===== src/rtl/gf_sum_accumulator.sv =====
// Burst accumulator for the adder stage: folds N words into one result, either
// carry-less (XOR) or as a modulo-2^WIDTH integer sum with a sticky carry flag.
module gf_sum_accumulator #(
  parameter int WIDTH = 32,
  parameter int CNT_W = 5
) (
  input  logic             clk,
  input  logic             rst,
  input  logic             gf_option,
  input  logic             start,
  input  logic [CNT_W-1:0] num_terms,
  input  logic             in_valid,
  output logic             in_ready,
  input  logic [WIDTH-1:0] in_data,
  output logic             out_valid,
  input  logic             out_ready,
  output logic [WIDTH-1:0] out_data,
  output logic             out_ovf,
  output logic             busy
);

  typedef enum logic [1:0] {
    ST_IDLE  = 2'd0,
    ST_ACCUM = 2'd1,
    ST_DONE  = 2'd2
  } state_t;

  state_t             state_q, state_d;
  logic [WIDTH-1:0]   acc_q, acc_d;
  logic               ovf_q, ovf_d;
  logic [CNT_W-1:0]   cnt_q, cnt_d;
  logic               mode_q, mode_d;
  logic [WIDTH:0]     sum_w;
  logic               beat_w;

  // One extra bit catches the carry-out of the integer add.
  assign sum_w  = {1'b0, acc_q} + {1'b0, in_data};
  assign beat_w = (state_q == ST_ACCUM) && in_valid;

  always_comb begin
    state_d = state_q;
    acc_d   = acc_q;
    ovf_d   = ovf_q;
    cnt_d   = cnt_q;
    mode_d  = mode_q;
    case (state_q)
      ST_IDLE: begin
        if (start) begin
          mode_d = gf_option;
          cnt_d  = num_terms;
          acc_d  = '0;
          ovf_d  = 1'b0;
          if (num_terms == '0) begin
            state_d = ST_DONE;
          end else begin
            state_d = ST_ACCUM;
          end
        end
      end
      ST_ACCUM: begin
        if (beat_w) begin
          if (mode_q) begin
            acc_d = acc_q ^ in_data;
          end else begin
            acc_d = sum_w[WIDTH-1:0];
            ovf_d = ovf_q | sum_w[WIDTH];
          end
          cnt_d = cnt_q - 1'b1;
          if (cnt_q == {{(CNT_W-1){1'b0}}, 1'b1}) begin
            state_d = ST_DONE;
          end
        end
      end
      ST_DONE: begin
        if (out_ready) begin
          state_d = ST_IDLE;
        end
      end
      default: begin
        state_d = ST_IDLE;
      end
    endcase
  end

  always_ff @(posedge clk) begin
    if (rst) begin
      state_q <= ST_IDLE;
      acc_q   <= '0;
      ovf_q   <= 1'b0;
      cnt_q   <= '0;
      mode_q  <= 1'b0;
    end else begin
      state_q <= state_d;
      acc_q   <= acc_d;
      ovf_q   <= ovf_d;
      cnt_q   <= cnt_d;
      mode_q  <= mode_d;
    end
  end

  // Result is only presented in DONE; everything reads zero otherwise.
  always_comb begin
    in_ready  = (state_q == ST_ACCUM);
    out_valid = (state_q == ST_DONE);
    busy      = (state_q == ST_ACCUM) || (state_q == ST_DONE);
    out_data  = (state_q == ST_DONE) ? acc_q : '0;
    out_ovf   = (state_q == ST_DONE) && ovf_q && !mode_q;
  end

endmodule


===== config.mk =====
export PLATFORM = sky130hd
export DESIGN_NAME = gf_sum_accumulator
export DESIGN_NICKNAME = d
export VERILOG_FILES = /design/src/rtl/gf_sum_accumulator.sv
export SDC_FILE = /design/constraint.sdc
export NUM_CORES = 1
export LEC_CHECK = 0
export ABC_CLOCK_PERIOD_IN_PS = 2300
export CORE_UTILIZATION = 50
export CTS_CLUSTER_DIAMETER = 50
export DETAILED_ROUTE_END_ITERATION = 12
export DONT_BUFFER_PORTS = 1
export PLACE_DENSITY = 0.71
export SLEW_MARGIN = 20
export SYNTH_ARGS = -nofsm -noshare
export SYNTH_HDL_FRONTEND = slang
export SYNTH_SLANG_ARGS = --single-unit

===== constraint.sdc =====
create_clock -name clk -period 2.3 [get_ports clk]
set_clock_uncertainty 0.05 [all_clocks]
set_input_delay 0.345 -clock clk [delete_from_list [all_inputs] [get_ports clk]]
set_output_delay 0.345 -clock clk [all_outputs]
set_load 0.005 [all_outputs]

# --- Word level (Yosys, flattened, before mapping) ---
# Index checks and enable logic that the tools add are counted.
word_totals:
  elab_cells: 47
  out_inout_bits: 36
  register_bits: 41
classes:
  reduce_logical: 12
  muxes: 18
  n_addsub: 2
  n_eq_ne: 8
  n_bitwise: 2
op_table:
  columns: ["op", "n"]
  rows:
  - ["$mux W32", 4]
  - ["$pmux W32 S2", 1]
  - ["$add A32 B32 Y33", 1]
  - ["$xor A32 B32 Y32", 1]
  - ["$mux W2", 5]
  - ["$mux W5", 2]
  - ["$pmux W5 S2", 1]
  - ["$reduce_and A4 Y1", 2]
  - ["$ne A2 B1 Y1 const B", 3]
  - ["$pmux W2 S3", 1]
  - ["$eq A5 B1 Y1 const B", 1]
  - ["$logic_not A5 Y1", 1]
  - ["$sub A5 B1 Y5 const B", 1]
  - ["$ne A2 B2 Y1 const B", 2]
  - ["$logic_and A1 B1 Y1", 3]
  - ["$mux W1", 3]
  - ["$reduce_and A3 Y1", 1]
  - ["$eq A2 B1 Y1 const B", 1]
  - ["$eq A2 B2 Y1 const B", 1]
  - ["$logic_not A2 Y1", 1]
  - ["$pmux W1 S2", 1]
  - ["$reduce_and A2 Y1", 1]
  - ["$reduce_bool A2 Y1", 1]
  - ["$logic_not A1 Y1", 1]
  - ["other kinds (2)", 2]

# --- Longest topological paths before layout ---
depth:
  depth_word: 5
  mapped_depth: 10

# --- Worst setup path before layout ---
# OpenSTA, ideal clock, no wires.
synth_path:
  path_kind: "input port to flip-flop"
  from: "input in_data[0]"
  to: "register ovf_q"
  arrival_time_ns: 2.343
  slack_ns: -0.196
  cell_stages: 10
  path_cell_list: "ha_1 inv_1 fa_1 and2b_1 o2111ai_1 a21o_1 or3_1 a31oi_1 o21ai_1 a2111oi_2"
synth_via:
  elab_chain_len: 5
synth_lines:
  columns: ["item", "line", "source"]
  rows:
  - ["start: declaration", "14", "input logic [WIDTH-1:0] in_data,"]
  - ["$add A32 B32 Y33", "37", "assign sum_w = {1'b0, acc_q} + {1'b0, in_data};"]
  - ["$or A1 B1 Y1", "66", "ovf_d = ovf_q | sum_w[WIDTH];"]
  - ["$mux W1", "62", "if (mode_q) begin"]
  - ["$mux W1", "61", "if (beat_w) begin"]
  - ["$pmux W1 S2", "46", "case (state_q)"]
  - ["end signal: assignment", "95", "ovf_q <= ovf_d;"]
  - ["end: declaration", "30", "logic ovf_q, ovf_d;"]
# Every way passes these cells. The select of a mux whose other input is x is not followed.
# A chain may end at the register's enable or synchronous reset.

# --- Worst setup path after layout ---
layout_path:
  from: "register acc_q[0]"
  to: "register acc_q[28]"
layout_via:
  elab_chain_len: 4
layout_lines:
  columns: ["item", "line", "source"]
  rows:
  - ["start: declaration", "29", "logic [WIDTH-1:0] acc_q, acc_d;"]
  - ["start signal: assignment", "88", "acc_q <= '0;"]
  - ["start signal: assignment", "94", "acc_q <= acc_d;"]
  - ["$add A32 B32 Y33", "37", null]
  - ["$mux W32", "62", null]
  - ["$mux W32", "61", null]
  - ["$pmux W32 S2", "46", null]
# Every way passes these cells. The select of a mux whose other input is x is not followed.

==> metrics <==
most frequent cells in the layout 72 x buf_4, 55 x nand2_1, 45 x nor2_1, 40 x dfxtp_1, 38 x a21oi_1; Worst Path Max Fanout 4; CP delay by family, top compound AO/OA/AOI/OAI gates; number of flops mapped to enable cells by yosys 0; vias in the first global route 3978; Buffers & Inverters on Critical Path 3; failing checks setup timing; DRC viols 0; final setup violation count 14; die area 8190 um2; CP cell instances ha_4, inv_2, fa_2, and2b_2, o2111ai_4, buf_4, a21oi_4, a31oi_4, buf_4, o41ai_4, xnor2_1, o21ai_1; Antenna Violating Nets Remaining 0; Area growth syn-to-layout 21.7%; share of cells above drive strength 1 22.6%; Synth Flop Type dfxtp_1; RSZ-0062 raised after global routing yes; drt via density 6.09; startpoint types register; clk_lat worst skew 0.30 ns; Root Buffer clkbuf_8; Hold WC Path Type input pin to register; core area 7410 um2; Slowest cell on crit path dfxtp_2; I/O Buffers 0; Mapped Cells 528; die width 90.5 um; Setup CP Type register to register; die extent in y 90.5 um; Slew @ Worst Pin 0.561 ns; initial antenna violation count 0; final instance area 4770 um2; most common cell after layout, fill and taps aside buf_4; syn_area_per_cell 7.42 um2; Max-Cap Viols 0; Tot Pwr 3410 uW; 1st-iter DRT viols 320; number of max-slew violations in the final report 0; Fin. Hold Viols 0; Seq/Total Area, Yosys 21.0%; Worst VDD drop 0.815 mV; final worst-path setup slack -0.224 ns; fmax 396 MHz; Post-DP Area 4350 um2; Int Power 1960 uW; Tcrit/Tclk final 110%; Antenna diodes 0; Initial Util 52.9%; first-pass GRT wire length 18900 um; clock power share 21.1%; DP HPWL 8710 um; I/O Pins 79; Switching Fraction 42.4%; Synth top area share 21.0%; Setup WS pre-CTS -0.298 ns; clk buf depth 2; WL final 11800 um; post-synthesis register bit count 41; clock-pin slew on the worst setup and hold paths 0.09 ns; synth unique cells 61; required time of the critical path 2.44 ns; clock sinks 41; largest net degree at the start of global routing 23; area occupied by multi-input gates 3070 um2; H-tree levels 2; routability cong. 0.972; outcome complete, but fails checks; First-pass DRT Iterations 5; vias 4083; mapped cell area 3920 um2; Avg WL per Cell 17.6 um; FFs w/ async S/R, synth 0%; minimum clock period after layout 2.52 ns; P_leak 0.00194 uW; sequential power share 27.0%; max incr delay on CP 0.35 ns; register area 822 um2; Syn. warnings 0; total CTS buffers 5; crit end category register; pwr/cell area 714 nW/um2; GRT Total Usage 28.0%; most frequent CP cell buf_4; Congestion Overflow GR 0; Area contributors post-synth dfxtp_1 21%, ha_1 12%, a21oi_1 6.0%; CTS Hold Bufs 0; Comb pwr share 51.9%; final net count 651; most area-hungry cell type in the Yosys netlist dfxtp_1; row count 31; Fillers 646; critical path arrival 2.66 ns; Rel. slew slack 62.2%; reg2reg setup slack -0.22 ns; CTS tree done; post-synth net total 609; Net Sw Power 1440 uW
## sequential cells by signal, summed over array words and instances (netlist names)
name and cells:
cnt_q 5, state_q 2, acc_q 32, mode_q 1, ovf_q 1
## layout make-up
| class | count | area share, % |
|---|---|---|
| clock buffer | 5 | 1.44 |
| clock inverter | 3 | 1.36 |
| inverter | 17 | 1.34 |
| multi-input combinational | 432 | 64.4 |
| sequential | 41 | 17.2 |
| tap | 99 | 2.60 |
| timing repair buffer | 73 | 11.6 |
## what timing repair did
action	CTS	global route
gates resized for setup	17	37
setup endpoints to repair	18	23
pin swaps	13	16
buffers inserted	2	4
## logic make-up after synthesis
family                     synth area share [%]
adders and majority gates                  12.3
and+or+nand+nor                            24.1
buffers and inverters                      7.60
xor gates and xnor gates                   6.71
AOI/OAI and AO/OA                          27.5
DFF                                        21.0
muxes                                     0.830
## cells in the mapped netlist, drive strengths merged, types with 5 or more instances
cell	n
nor2	46
a21oi	47
o21ai	51
nand4	19
and2	33
xnor2	16
ha	37
a31oi	8
a21o	9
nor3	6
a211oi	7
xor2	14
inv	17
a22oi	17
nand2	56
buf	13
clkbuf	24
dfxtp	41
nand3	5
## stage by stage
stage	cells	hold WS, ns	util (%)	setup TNS [ns]
2_1_floorplan	528	0.388	-	-0.357
3_3_place_gp	658	0.362	58.7	-1.07
3_5_place_dp	658	0.364	58.7	-1.98
4_1_cts	667	0.0409	61.5	-1.27
5_1_grt	670	0.0398	64.3	-3.84
6_report	670	0.0480	64.3	-1.63
## power groups by stage
stage               sequential, uW  clock [uW]  combinational, uW
floorplan                      899           0               1220
global placement               923           0               1630
detailed placement             930           0               1670
CTS                            914         729               1700
global route                   937         757               1960
finish                         919         719               1770
## layer usage
layer	vias up	share of wire [%]	GRT usage, %
met5	-	0	0
met4	0	2.8	8.20
met3	33	7.1	5.13
met2	191	46	47.3
met1	1880	44	36.0
li1	1979	-	-
## worst paths after layout
kind	startpoint	end	cells past startpoint
setup / recovery	acc_q[0]	acc_q[28]	12
hold / removal	rst	acc_q[0]	1
setup reg to reg	acc_q[0]	acc_q[28]	12
hold reg to reg	acc_q[14]	acc_q[14]	2
Power figures use the tool's default switching activity.
